**config.mk**
```make
export PLATFORM = sky130hd
export DESIGN_NAME = lsu
export DESIGN_NICKNAME = d
export VERILOG_FILES = /design/src/rtl/lsu.sv
export SDC_FILE = /design/constraint.sdc
export NUM_CORES = 1
export LEC_CHECK = 0
export CAP_MARGIN = 10
export CORE_ASPECT_RATIO = 1.25
export CORE_MARGIN = 2
export CORE_UTILIZATION = 30
export CTS_CLUSTER_DIAMETER = 80
export DETAILED_ROUTE_END_ITERATION = 8
export HOLD_SLACK_MARGIN = 0.02
export SLEW_MARGIN = 20
export SYNTH_ARGS = -nofsm -noshare
export SYNTH_HDL_FRONTEND = slang
export SYNTH_SLANG_ARGS = --single-unit
export TNS_END_PERCENT = 10
```
**constraint.sdc**
```tcl
create_clock -name i_clk -period 2.05 [get_ports i_clk]
set_clock_uncertainty 0.2 [all_clocks]
set_input_delay 0.205 -clock i_clk [delete_from_list [all_inputs] [get_ports i_clk]]
set_output_delay 0.205 -clock i_clk [all_outputs]
set_load 0.05 [all_outputs]
```
**src/rtl/lsu.sv**
```systemverilog
// Load/store unit: aligned loads with sign/zero extension, single-cycle word stores,
// and two-cycle read-modify-write for byte/half stores against a single-port data memory.
module lsu #(
    parameter int DM_AW = 8
) (
    input  logic              i_clk,
    input  logic              i_rst_n,
    input  logic              i_req_valid,
    input  logic              i_req_we,
    input  logic [1:0]        i_req_size,
    input  logic              i_req_sign,
    input  logic [DM_AW+1:0]  i_req_addr,
    input  logic [31:0]       i_req_wdata,
    input  logic [31:0]       i_req_pc,
    output logic              o_stall,
    output logic              o_dm_we,
    output logic [DM_AW-1:0]  o_dm_addr,
    output logic [31:0]       o_dm_din,
    output logic [31:0]       o_dm_pc,
    input  logic [31:0]       i_dm_dout,
    output logic [31:0]       o_rdata,
    output logic              o_rdata_valid,
    output logic              o_misalign
);

    typedef enum logic {IDLE = 1'b0, RMW_WR = 1'b1} state_t;

    state_t             r_state;
    logic [31:0]        r_merge;
    logic [31:0]        r_pc;
    logic [DM_AW-1:0]   r_addr;
    logic [31:0]        r_rdata;
    logic               r_rdata_valid;
    logic               r_misalign;

    logic [1:0]         w_off;
    logic               w_idle;
    logic               w_bad;
    logic               w_go;
    logic               w_ld;
    logic               w_sw;
    logic               w_rmw;
    logic [31:0]        w_shift;
    logic [7:0]         w_byte;
    logic [15:0]        w_half;
    logic [31:0]        w_ext;
    logic [3:0]         w_lane_en;
    logic [31:0]        w_merged;

    assign w_off  = i_req_addr[1:0];
    assign w_idle = (r_state == IDLE);
    assign w_bad  = (i_req_size == 2'b11)
                  | ((i_req_size == 2'b01) & w_off[0])
                  | ((i_req_size == 2'b10) & (w_off != 2'b00));
    assign w_go   = w_idle & i_req_valid & ~w_bad;
    assign w_ld   = w_go & ~i_req_we;
    assign w_sw   = w_go & i_req_we & (i_req_size == 2'b10);
    assign w_rmw  = w_go & i_req_we & (i_req_size != 2'b10);

    // Little-endian lane select: offset 0 is bits 7:0
    assign w_shift = i_dm_dout >> {w_off, 3'b000};
    assign w_byte  = w_shift[7:0];
    assign w_half  = w_off[1] ? i_dm_dout[31:16] : i_dm_dout[15:0];

    always_comb begin
        case (i_req_size)
            2'b00:   w_ext = {{24{i_req_sign & w_byte[7]}}, w_byte};
            2'b01:   w_ext = {{16{i_req_sign & w_half[15]}}, w_half};
            default: w_ext = i_dm_dout;
        endcase
    end

    always_comb begin
        if (i_req_size == 2'b00)
            w_lane_en = 4'b0001 << w_off;
        else
            w_lane_en = w_off[1] ? 4'b1100 : 4'b0011;
    end

    // Untouched lanes pass the current memory word through unchanged
    always_comb begin
        w_merged = i_dm_dout;
        for (int i = 0; i < 4; i++) begin
            if (w_lane_en[i]) begin
                if (i_req_size == 2'b00 || (i % 2) == 0)
                    w_merged[8*i +: 8] = i_req_wdata[7:0];
                else
                    w_merged[8*i +: 8] = i_req_wdata[15:8];
            end
        end
    end

    // Gating with reset makes the write port drop the instant reset asserts
    assign o_stall       = i_rst_n & w_rmw;
    assign o_dm_we       = i_rst_n & (w_sw | (r_state == RMW_WR));
    assign o_dm_addr     = w_idle ? i_req_addr[DM_AW+1:2] : r_addr;
    assign o_dm_din      = w_idle ? i_req_wdata : r_merge;
    assign o_dm_pc       = w_idle ? i_req_pc : r_pc;
    assign o_rdata       = r_rdata;
    assign o_rdata_valid = r_rdata_valid;
    assign o_misalign    = r_misalign;

    always_ff @(posedge i_clk or negedge i_rst_n) begin
        if (!i_rst_n) begin
            r_state       <= IDLE;
            r_merge       <= '0;
            r_pc          <= '0;
            r_addr        <= '0;
            r_rdata       <= '0;
            r_rdata_valid <= 1'b0;
            r_misalign    <= 1'b0;
        end else begin
            case (r_state)
                IDLE: begin
                    r_rdata_valid <= w_ld;
                    r_misalign    <= i_req_valid & w_bad;
                    if (w_ld)
                        r_rdata <= w_ext;
                    if (w_rmw) begin
                        r_merge <= w_merged;
                        r_addr  <= i_req_addr[DM_AW+1:2];
                        r_pc    <= i_req_pc;
                        r_state <= RMW_WR;
                    end
                end
                RMW_WR: begin
                    r_rdata_valid <= 1'b0;
                    r_misalign    <= 1'b0;
                    r_state       <= IDLE;
                end
                default: r_state <= IDLE;
            endcase
        end
    end

endmodule

```
==> impl.org, run 1 <==
** Run status
- The run finished, with violations left.
- The checks that failed: negative setup slack.

** Logic synthesis
- Of the total synthesized cell area, the portion taken by XOR and XNOR cells is 0.
- During synthesis, Yosys emitted a total of 0 warnings.
- In the post-synthesis netlist, the biggest area contributors are sky130_fd_sc_hd__dfrtp_1 (46%), sky130_fd_sc_hd__mux2_2 (25%), sky130_fd_sc_hd__o21ai_0 (4.3%).
- Post-synthesis mux area share :: 0.294
- Average cell area after synthesis :: 10.8 um^2
- Most numerous cell in the Yosys netlist :: sky130_fd_sc_hd__mux2_2
- Leading post-synthesis cells by instance count :: sky130_fd_sc_hd__mux2_2 (130), sky130_fd_sc_hd__dfrtp_1 (107), sky130_fd_sc_hd__nand2_1 (62), sky130_fd_sc_hd__o21ai_0 (50), sky130_fd_sc_hd__nor2_1 (38)
- Of the post-synthesis cell area, the dominant cell type holds 0.456.
- Counting every net in the synthesized netlist gives between 600 and 700.
- Synth Area in Adders :: 0
- The number of different library cells used by synthesis comes to 41.
- For this run, asynchronously set or reset flops after synthesis account for 1.00.
- The largest total area in the synthesized netlist belongs to sky130_fd_sc_hd__dfrtp_1.
- Synthesized netlist cell count :: 544
- Sequential cell area fraction in the yosys report :: 0.456
- By area, the combinational part of the netlist is dominated by multiplexers.
- The most used flip-flop cell after synthesis is sky130_fd_sc_hd__dfrtp_1.
- Mapped Area :: around 5900 um^2
- Counting flops and latches in the post-synthesis netlist gives 107.
- Yosys mapped a number of flops with a built-in enable equal to 0.
- Share of the synthesized area in compound gates (AO/OA/AOI/OAI) :: 0.110
- Of the total synthesized cell area, the portion taken by AND, OR, NAND and NOR gates is 0.107.

** Timing
- Counting I/O delays and the setup requirement, the final critical path takes about 2100 ps.
- Setup repair after global routing missed its margin :: true
- Once routing completed, OpenROAD measured the worst setup slack at -63.4 ps.
- In the finished design, the share of the clock period the worst path needs comes to 1.03.
- The total count of hold-check failures in the final report is 0.
- Number of setup violations in the final report :: between 50 and 60
- The count of final max-slew check failures came to 0.
- Derived from the worst setup path, the maximum achievable clock frequency is 473 MHz.
- Worst Max-Slew Pin Slew :: just over 500 ps
- Measured against its own limit, the worst slew margin works out to 0.661.

** Job
- Max capacitance violation total :: 0

** Worst hold path
- The worst hold path belongs to the class in2async.

** GRT
- For met2 alone, demand over resource in global routing was 0.325.
- In the global route stage, met3 resource usage came out at 0.0480.
- Global-route usage over all layers :: 0.189
- Entering global routing, the biggest net connects 84 pins.
- Gr busiest metal :: met2
- For this run the aggregate overflow at the end of global routing stands at 0.
- The via count of the first global-routing pass was 5,423.
- Global Route met1 Usage :: 0.227
- Number of antenna violations at the first check in global routing :: 0
- The first global-routing pass estimated about 30,000 um of wire.

** Place
- Count of buffers inserted at the top-level ports :: 220
- DP Cell Count :: a little over 1,000
- Detailed placement ended at an HPWL of ~15,000 um.
- Final RePlAce weighted congestion :: 0.908

** Route
- The first routing iteration left 349 violations.
- Post-route antenna net violation count :: 0
- The pre-antenna-repair detailed-routing pass consisted of 4 iterations.
- After detailed routing, the number of vias per cell comes to roughly 4.9.
- After detailed routing, the total wire length is 19,500 um.
- In the routed design, unresolved DRC markers number 0.
- Via count of the routed design :: just over 5,000
- Dividing the detail-routed wire length by the instance count gives about 18 um.

** Clock network
- Cts bufs inserted :: 9
- TritonCTS built the clock tree.
- Skew-Pair Late Insertion Delay :: between 300 and 400 ps
- After clock tree synthesis, the clock-pin slew on the worst setup and hold paths is roughly 80 ps.
- Clk Tree Root Cell :: sky130_fd_sc_hd__clkbuf_16
- In this run the deepest clock path goes through 2 buffers.
- The clock drives 107 sinks.
- The H-tree was split into 3 levels.

** Setup path
- Kind of cell adding the most delay to the critical path :: flip-flops
- Data arrival time at the worst-slack endpoint :: 1710 ps
- The worst setup path is captured at an output port.
- Largest fanout on the critical path :: 37
- Start-to-end type of the worst setup path :: reg2out
- WP data required :: around 1600 ps
- Startpoint type of the worst setup path :: flip-flop
- On the critical path, the stage with the largest delay is an instance of sky130_fd_sc_hd__dfrtp_4.
- The worst register-to-register path begins at r_state$_DFF_PN0_.
- The number of buffers and inverters on the critical path is 2.
- The critical path goes through buf_16, mux2_2, buf_4.
- Highest cell delay on the worst timing path :: 510 ps
- First element of the critical path :: r_state$_DFF_PN0_

** Floorplan
- Initial standard-cell utilization of the core :: 0.304
- Pin placement for this block handled 221 I/O pins.
- The die covers 20,700 um^2.
- Core area :: slightly below 20,000 um^2
- Row cnt :: between 50 and 60
- From left edge to right edge, the die measures 129 um.
- Vert. Die Dim :: roughly 160 um

** Pwr
- Cell leakage power :: slightly below 4 nW
- Net switching power of the design :: between 2 and 3 mW
- VDD sags by at most approximately 0.50 mV.
- For this design the ratio of total power to cell area is about 850 nW/um^2.
- Register share of total power :: 0.364
- Switching part of the total power :: 0.356
- Internal power summed over all cells :: about 5.0 mW
- Summing internal, switching and leakage power gives slightly below 8 mW.
- The share of total power dissipated in combinational logic is 0.372.
- Clock power share :: 0.264

** Layout
- For this run, the post-layout net count is 900.
- The area growth from synthesis to layout is 57.3%.
- Share of post-route cells with drive strength above 1 :: 0.375
- Count of non-filler cells in the finished layout :: about 1,100
- 0 antenna diodes ended up in the layout.
## path summary, 6_finish.rpt
path                                      endpoint  slack, ps  cells after the start
min                        r_merge[27]$_DFFE_PN0P_        160                      2
max in group asynchronous      r_pc[6]$_DFFE_PN0P_        720                      3
min in group i_clk            o_misalign$_DFF_PN0_        190                      4
max                                   o_dm_addr[3]        -60                      3
min reg2reg                 r_merge[2]$_DFFE_PN0P_        290                      2
max reg2reg                 r_merge[3]$_DFFE_PN0P_        110                      8
## layer usage
layer  wire length (um)  part of all wire
met1               7770              0.40
met2               9970              0.51
met3               1330             0.068
met4                399             0.020
met5                  0                 0
## cell families after synthesis
logic type | Yosys count
flip-flops | 107
multiplexers | 155
buffers and inverters | 42
AND/OR/NAND/NOR | 139
AO/OA/AOI/OAI | 101
## final cells by class
class,instances,area (um^2)
inverter,3,13.8
clock inverter,6,113
multi-input combinational,395,3040
timing repair buffer,271,2830
clock buffer,10,239
sequential,107,2680
tap,265,332
fill,1774,10100
## timing repair
item / CTS / global route
endpoints found under the setup margin: 74 / 74
endpoints found under the hold margin: 24 / 0
hold buffers: 1 / 0
gates resized for setup: 81 / 4
pin swaps: 1 / 1
gates cloned: 1 / 0
setup buffers: 1 / 0
## cell usage in the layout, fill, tap and decap left out, types with 2 or more instances in the layout
cell type / Yosys / routed
sky130_fd_sc_hd__mux2_4: 0 / 3
sky130_fd_sc_hd__nand3_1: 7 / 6
sky130_fd_sc_hd__nor3_1: 3 / 2
sky130_fd_sc_hd__buf_6: 0 / 70
sky130_fd_sc_hd__nand3b_1: 2 / 2
sky130_fd_sc_hd__o21ai_0: 50 / 49
sky130_fd_sc_hd__o21a_1: 2 / 2
sky130_fd_sc_hd__bufinv_16: 0 / 3
sky130_fd_sc_hd__a31oi_1: 23 / 23
sky130_fd_sc_hd__nand4b_1: 2 / 2
sky130_fd_sc_hd__nor2_1: 38 / 38
sky130_fd_sc_hd__nand2b_1: 3 / 3
sky130_fd_sc_hd__and2_1: 7 / 6
sky130_fd_sc_hd__mux2i_1: 24 / 24
sky130_fd_sc_hd__nand2_1: 62 / 62
sky130_fd_sc_hd__clkbuf_16: 0 / 9
sky130_fd_sc_hd__o21ai_1: 1 / 2
sky130_fd_sc_hd__a221oi_1: 7 / 7
sky130_fd_sc_hd__buf_12: 0 / 11
sky130_fd_sc_hd__mux2_2: 130 / 127
sky130_fd_sc_hd__buf_16: 0 / 2
sky130_fd_sc_hd__buf_4: 5 / 45
sky130_fd_sc_hd__inv_1: 2 / 2
sky130_fd_sc_hd__a31o_2: 7 / 7
sky130_fd_sc_hd__dfrtp_1: 107 / 106
sky130_fd_sc_hd__a21oi_1: 2 / 2
sky130_fd_sc_hd__clkdlybuf4s50_1: 0 / 137
sky130_fd_sc_hd__nor2b_1: 8 / 8
sky130_fd_sc_hd__clkinv_4: 0 / 2
sky130_fd_sc_hd__dlygate4sd2_1: 0 / 5
## through the flow
step	hold WS, ps	area [um^2]	setup WS, ps	utilization	TNS, ps
detailed placement	-37.2	8560	-215	0.443	-9220
CTS	149	9230	-77.0	0.478	-2190
finish	162	9240	-63.4	0.478	-995
global route	181	9240	-102	0.478	-4220
global placement	-43.2	8560	-218	0.443	-5690
floorplan	-291	5870	87.2	-	0
## flip-flops by register name (all words and copies together) (netlist names)
register and flops:
o_misalign 1, r_state 1, o_rdata 32, r_pc 32
r_addr 8, r_merge 32, o_rdata_valid 1
## power by group through the flow
stage	sequential (mW)	clock, mW	combinational (mW)
final	2.86	2.07	2.91
after global routing	2.91	2.19	3.09
after CTS	2.86	2.11	2.93
after detailed placement	2.90	0	2.82
after global placement	2.88	0	2.78
after floorplan	3.36	0	1.24
(Power assumes the default switching activity.)
==> inputs of run 2 (changes only) <==
--- a/config.mk
+++ b/config.mk
@@ -12,6 +12,7 @@
 export CTS_CLUSTER_DIAMETER = 80
 export DETAILED_ROUTE_END_ITERATION = 8
 export HOLD_SLACK_MARGIN = 0.02
+export RECOVER_POWER = 50
 export SLEW_MARGIN = 20
 export SYNTH_ARGS = -nofsm -noshare
 export SYNTH_HDL_FRONTEND = slang
==> impl.org, run 2 (synthesized netlist as in run 1, its figures left out) <==
** Route
- The count of TritonRoute iterations in the first routing pass was 5 (was 4).
- Post-route antenna net violation count :: 0 (unchanged)
- Via count of the routed design :: 5,174 (was 5,153)
- Via density per instance :: 4.89 (was 4.88)
- The routed length per instance came to 18.4 um (about the same).
- The detailed router's first-iteration violation count came to 290 (was 349).
- Total DRC errors in the routed layout :: 0 (unchanged)
- WL final :: 19,500 um (about the same)

** Layout
- Filler cells :: 1,784 (was 1,774)
- Final core utilization :: 0.475 (was 0.478)
- Share of post-route cells with drive strength above 1 :: 0.370 (was 0.375)
- Commonest cells after routing, fill and taps aside: sky130_fd_sc_hd__clkdlybuf4s50_1 (136), sky130_fd_sc_hd__mux2_2 (127), sky130_fd_sc_hd__dfrtp_1 (106) (was sky130_fd_sc_hd__clkdlybuf4s50_1 (137), sky130_fd_sc_hd__mux2_2 (127), sky130_fd_sc_hd__dfrtp_1 (106)).
- Area growth, synth to finish :: 56.3% (was 57.3%)
- The commonest non-fill, non-tap cell in the layout is sky130_fd_sc_hd__clkdlybuf4s50_1 (unchanged).
- Number of nets at the end of the flow :: 900 (unchanged)
- The number of diodes added for antenna fixing was 0 (unchanged).

** Timing
- The final setup violation count was 51 (was 56).
- The highest attainable clock frequency is 474 MHz (was 473 MHz).
- Slew headroom :: 0.485 (was 0.661)
- Worst Max-Slew Pin Slew :: 773 ps (was 507 ps)
- Fin crit share :: 1.03 (about the same)
- Worst Setup Slack, final :: -60.5 ps (was -63.4 ps)
- Minimum period implied by the final worst setup slack :: 2110 ps (about the same)
- The count of final max-slew check failures is 0 (unchanged).
- Setup repair after global routing missed its margin: true (unchanged).
- Number of hold-slack violations in the final timing report :: 0 (unchanged)
- WHS :: 152 ps (was 162 ps)

** Floorplan
- The die extent in x was 129 um (unchanged).
- The number of core rows was 57 (unchanged).
- The area of the die was 20,700 um^2 (unchanged).
- Initial standard-cell utilization of the core :: 0.304 (unchanged)
- The I/O pin count came to 221 (unchanged).
- The placeable core region was 19,300 um^2 (unchanged).
- Vert. Die Dim :: 160 um (unchanged)

** GRT
- The maximum number of pins on one net before global-route repair is 84 (unchanged).
- Via count of the first global-routing pass :: 5,423 (unchanged)
- The total track usage is 0.189 (unchanged).
- Overall overflow remaining after global route :: 0 (unchanged)
- Wire length of the first global-routing pass :: 30,000 um (unchanged)
- Number of antenna violations at the first check in global routing :: 0 (unchanged)

** Setup path
- Largest fanout on the critical path :: 37 (unchanged)
- The type of element capturing the critical path is an output port (unchanged).
- WP data required :: 1640 ps (about the same)
- Start-to-end type of the worst setup path :: reg2out (unchanged)
- Startpoint type of the worst setup path :: flip-flop (unchanged)
- Data arrival time at the worst-slack endpoint :: 1710 ps (about the same)

** Clock network
- Clock-pin slew reported for the worst setup and hold paths after clock tree synthesis :: 80 ps (about the same)
- The H-tree depth was 3 (unchanged).
- The number of buffers created by CTS was 9 (unchanged).
- Number of clock sinks :: 107 (unchanged)
- Clk Tree Root Cell :: sky130_fd_sc_hd__clkbuf_16 (unchanged)
- Skew-Pair Late Insertion Delay :: 350 ps (about the same)
- CTS max path bufs :: 2 (unchanged)
- CTS tree :: done (unchanged)

** Pwr
- Power per unit of standard cell area :: 851 nW/um^2 (was 848 nW/um^2)
- Worst vdd ir :: 0.506 mV (was 0.504 mV)
- The leakage power figure came to 3.86 nW (was 3.88 nW).
- Overall power of the completed layout :: 7.81 mW (was 7.84 mW)

** Place
- The total of buffers placed on input and output ports was 220 (unchanged).
- Final RePlAce weighted congestion :: 0.908 (unchanged)
- Worst slack at placement :: -215 ps (unchanged)
- The detailed placement HPWL came to 14,700 um (unchanged).

** Worst hold path
- Path class of the lowest-slack min-delay path :: in2async (unchanged)

** Run status
- Result of the run: finished with violations (unchanged).
- Violated checks: negative setup slack (unchanged).

** Job
- The max-cap violation count was 0 (unchanged).
==> run 2: layout make-up <==
type	instances	area, um^2	share of cell area
multi-input cells	395	3020	0.329
repair buffers	271	2780	0.303
flip-flops and latches	107	2680	0.292
well taps	265	332	0.0361
clock buffers	10	239	0.0260
clock inverters	6	113	0.0123
inverters	3	13.8	0.00150
==> run 2: path summary, 6_finish.rpt <==
kind	slack [ps]	startpoint	cells past startpoint	to
worst min register to register	290	r_merge[2]$_DFFE_PN0P_	2	r_merge[2]$_DFFE_PN0P_
min in group i_clk	180	i_req_valid	4	o_misalign$_DFF_PN0_
max in group asynchronous	430	i_rst_n	3	r_pc[6]$_DFFE_PN0P_
worst max register to register	10	r_state$_DFF_PN0_	8	r_merge[3]$_DFFE_PN0P_
worst max-delay path	-60	r_state$_DFF_PN0_	3	o_dm_addr[3]
worst min-delay path	150	i_rst_n	2	r_merge[9]$_DFFE_PN0P_
==> run 2: repair_timing <==
item,in CTS,in global routing
resized for setup,81,4
setup endpoints to repair,74,74
setup buffers,1,0
pin swaps,1,1
hold buffers,1,0
cloned,1,0
hold endpoints to repair,24,0
==> run 2: worst max-delay path: stages (launching register included) <==
cell and delay [ps]:
sky130_fd_sc_hd__dfrtp_4 510, sky130_fd_sc_hd__buf_16 250, sky130_fd_sc_hd__mux2_2 380, sky130_fd_sc_hd__buf_4 190
==> run 2: through the flow <==
step / instances / TNS [ps] / instance area (um^2)
5_1_grt: 1057 / -5590 / 9180
3_3_place_gp: 1038 / -5690 / 8560
6_report: 1057 / -880 / 9180
2_1_floorplan: 544 / 0 / 5870
3_5_place_dp: 1038 / -9220 / 8560
4_1_cts: 1057 / -2190 / 9230
==> run 2: where the power goes <==
part,internal [mW],switching (mW),leakage [nW],total (mW)
clock network,1.23,0.835,0.173,2.07
registers,2.58,0.275,1.27,2.86
logic,1.21,1.68,2.41,2.89
total,5.03,2.79,3.86,7.81
==> run 2: metal layers <==
layer,global-route usage,wire (um),up-vias
met1,0.227,7590,2532
met5,0,0,-
met2,0.325,9950,182
met4,0.0642,405,0
li1,-,-,2436
met3,0.0480,1510,24
==> inputs of run 3 (changes only) <==
--- a/config.mk
+++ b/config.mk
@@ -13,6 +13,7 @@
 export DETAILED_ROUTE_END_ITERATION = 8
 export HOLD_SLACK_MARGIN = 0.02
 export RECOVER_POWER = 50
+export SKIP_LAST_GASP = 1
 export SLEW_MARGIN = 20
 export SYNTH_ARGS = -nofsm -noshare
 export SYNTH_HDL_FRONTEND = slang
==> impl.org, run 3 (synthesized netlist as in run 1, its figures left out) <==
** Run status
- Result of the run :: finished with violations (unchanged)
- Violated checks: negative setup slack (unchanged).

** Clock network
- CTS tree :: done (unchanged)
- The number of buffers created by CTS is 9 (unchanged).
- The clock sink total is 107 (unchanged).
- Max H-tree Level :: 3 (unchanged)
- Clock-pin slew reported for the worst setup and hold paths after clock tree synthesis :: 80 ps (about the same)
- The clock latency on the worst-skew pair is 360 ps (was 350 ps).
- Clk Tree Root Cell :: sky130_fd_sc_hd__clkbuf_16 (unchanged)
- CTS max path bufs :: 2 (unchanged)

** Route
- Routed WL per cell :: 18.2 um (was 18.4 um)
- The remaining number of nets flagged by the antenna check after routing is 0 (unchanged).
- The detailed router's first-iteration violation count is 327 (was 290).
- The post-detailed-route DRC marker count is 0 (unchanged).
- The count of TritonRoute iterations in the first routing pass came to 4 (was 5).
- The aggregate routed wire length was 19,200 um (was 19,500 um).
- The number of vias after detailed routing was 5,145 (was 5,174).
- Via density per instance :: 4.86 (was 4.89)

** Layout
- The number of diodes added for antenna fixing came to 0 (unchanged).
- Most common cell after layout, fill and taps aside :: sky130_fd_sc_hd__clkdlybuf4s50_1 (unchanged)
- Area growth, synth to finish :: 52.5% (was 56.3%)
- Share of post-route cells with drive strength above 1 :: 0.372 (was 0.370)
- Count of non-filler cells in the finished layout :: 1,058 (was 1,057)
- The area used by multi-input combinational logic was 3020 um^2 (about the same).
- Final core utilization :: 0.463 (was 0.475)
- The number of inserted filler cells in the final layout is 1,804 (was 1,784).
- Number of nets at the end of the flow :: 901 (was 900)
- The register area is 2680 um^2 (unchanged).
- Commonest cells after routing, fill and taps aside :: sky130_fd_sc_hd__clkdlybuf4s50_1 (140), sky130_fd_sc_hd__mux2_2 (130), sky130_fd_sc_hd__buf_4 (109) (was sky130_fd_sc_hd__clkdlybuf4s50_1 (136), sky130_fd_sc_hd__mux2_2 (127), sky130_fd_sc_hd__dfrtp_1 (106))

** GRT
- The global route total overflow was 0 (unchanged).
- The global-route wire length before repair came to 29,500 um (was 30,000 um).
- Number of antenna violations at the first check in global routing :: 0 (unchanged)
- The maximum number of pins on one net before global-route repair is 84 (unchanged).
- Global-route usage over all layers :: 0.185 (was 0.189)
- Via count of the first global-routing pass :: 5,312 (was 5,423)

** Floorplan
- The height of the chip is 160 um (unchanged).
- I/O Pins :: 221 (unchanged)
- The number of core rows came to 57 (unchanged).
- Horizontal extent of the die :: 129 um (unchanged)
- Core area :: 19,300 um^2 (unchanged)
- Die Outline Area :: 20,700 um^2 (unchanged)
- Initial standard-cell utilization of the core :: 0.304 (unchanged)

** Setup path
- The largest fanout on the critical path is 37 (unchanged).
- WP data required :: 1640 ps (about the same)
- The critical path class was reg2out (unchanged).
- The startpoint type of the worst setup path is a flip-flop (unchanged).
- The data arrival time of the worst path came to 1700 ps (was 1710 ps).
- The type of element capturing the critical path is an output port (unchanged).
- Cell depth of the worst flop-to-flop path :: 8 (unchanged)
- Reg2reg setup slack :: 80 ps (was 10 ps)

** Place
- Hpwl dp :: 14,700 um (unchanged)
- The total of buffers placed on input and output ports was 220 (unchanged).
- The routability-driven placement congestion ratio is 0.908 (unchanged).
- The total placed cells including tap cells is 1,038 (unchanged).

** Pwr
- Clock power share :: 0.268 (was 0.265)
- Net switching power of the design :: 2.77 mW (was 2.79 mW)
- Switching part of the total power :: 0.358 (was 0.357)
- Comb pwr share :: 0.363 (was 0.370)
- Overall power of the completed layout :: 7.73 mW (was 7.81 mW)
- The peak ir drop on the vdd network is 0.506 mV (about the same).
- Power per unit of standard cell area :: 863 nW/um^2 (was 851 nW/um^2)
- Internal power summed over all cells :: 4.96 mW (was 5.03 mW)
- Register share of total power :: 0.369 (was 0.365)
- Cell leakage power :: 3.78 nW (was 3.86 nW)

** Timing
- Setup repair after global routing missed its margin: true (unchanged).
- The actual slew at the worst max-slew pin is 769 ps (was 773 ps).
- Minimum period implied by the final worst setup slack :: 2110 ps (about the same)
- Number of setup violations in the final report :: 74 (was 51)
- Number of hold-slack violations in the final timing report :: 0 (unchanged)
- The worst-case headroom to the max-slew limit is 0.488 (was 0.485).
- The final setup slack of the worst path is -56.3 ps (was -60.5 ps).
- The period utilization is 1.03 (about the same).
- Upper clock frequency limit :: 475 MHz (was 474 MHz)
- The count of final max-slew check failures is 0 (unchanged).

** Worst hold path
- The type of the tightest min-delay check is in2async (unchanged).

** Job
- Max capacitance violation total :: 0 (unchanged)
==> run 3: critical path, stage by stage, from the launching register on <==
cell,delay (ps)
sky130_fd_sc_hd__dfrtp_4,500
sky130_fd_sc_hd__buf_16,240
sky130_fd_sc_hd__mux2_2,380
sky130_fd_sc_hd__buf_4,190
==> run 3: power by group through the flow <==
stage | sequential [mW] | clock (mW) | combinational, mW
floorplan | 3.36 | 0 | 1.24
global placement | 2.88 | 0 | 2.78
detailed placement | 2.90 | 0 | 2.82
CTS | 2.86 | 2.11 | 2.84
global route | 2.91 | 2.19 | 2.97
finish | 2.85 | 2.07 | 2.80
==> run 3: worst paths after layout <==
path,startpoint,endpoint
min,i_rst_n,r_merge[9]$_DFFE_PN0P_
min reg2reg,r_merge[2]$_DFFE_PN0P_,r_merge[2]$_DFFE_PN0P_
min in group i_clk,i_req_size[1],o_misalign$_DFF_PN0_
max,r_state$_DFF_PN0_,o_dm_addr[3]
max in group asynchronous,i_rst_n,r_pc[6]$_DFFE_PN0P_
max reg2reg,r_state$_DFF_PN0_,r_merge[20]$_DFFE_PN0P_
==> run 3: layout make-up <==
cell class / count / area share
inverters: 3 / 0.00126
clock buffers: 10 / 0.0267
flip-flops and latches: 107 / 0.299
multi-input cells: 395 / 0.338
well taps: 265 / 0.0370
repair buffers: 272 / 0.286
clock inverters: 6 / 0.0126
==> run 3: layer usage <==
metal | GRT usage | wire length [um] | vias to the layer above
met5 | 0 | 0 | -
met4 | 0.0642 | 361 | 0
met3 | 0.0460 | 1450 | 20
li1 | - | - | 2438
met2 | 0.316 | 9770 | 190
met1 | 0.225 | 7630 | 2497
==> run 3: what timing repair did <==
action,CTS,global route
buffers inserted,1,1
gates resized for setup,8,0
setup endpoints to repair,74,75
hold buffers,1,0
hold endpoints to repair,24,0
pin swaps,1,1
cloned,1,0
==> run 3: per-stage QoR <==
step	hold WS (ps)	worst slack (ps)	setup TNS (ps)	instance area, um^2
floorplan	-291	87.2	0	5870
global placement	-43.2	-218	-5690	8560
detailed placement	-37.2	-215	-9220	8560
CTS	148	-77.0	-3970	8970
global route	182	-108	-6450	8960
finish	140	-56.3	-2160	8960
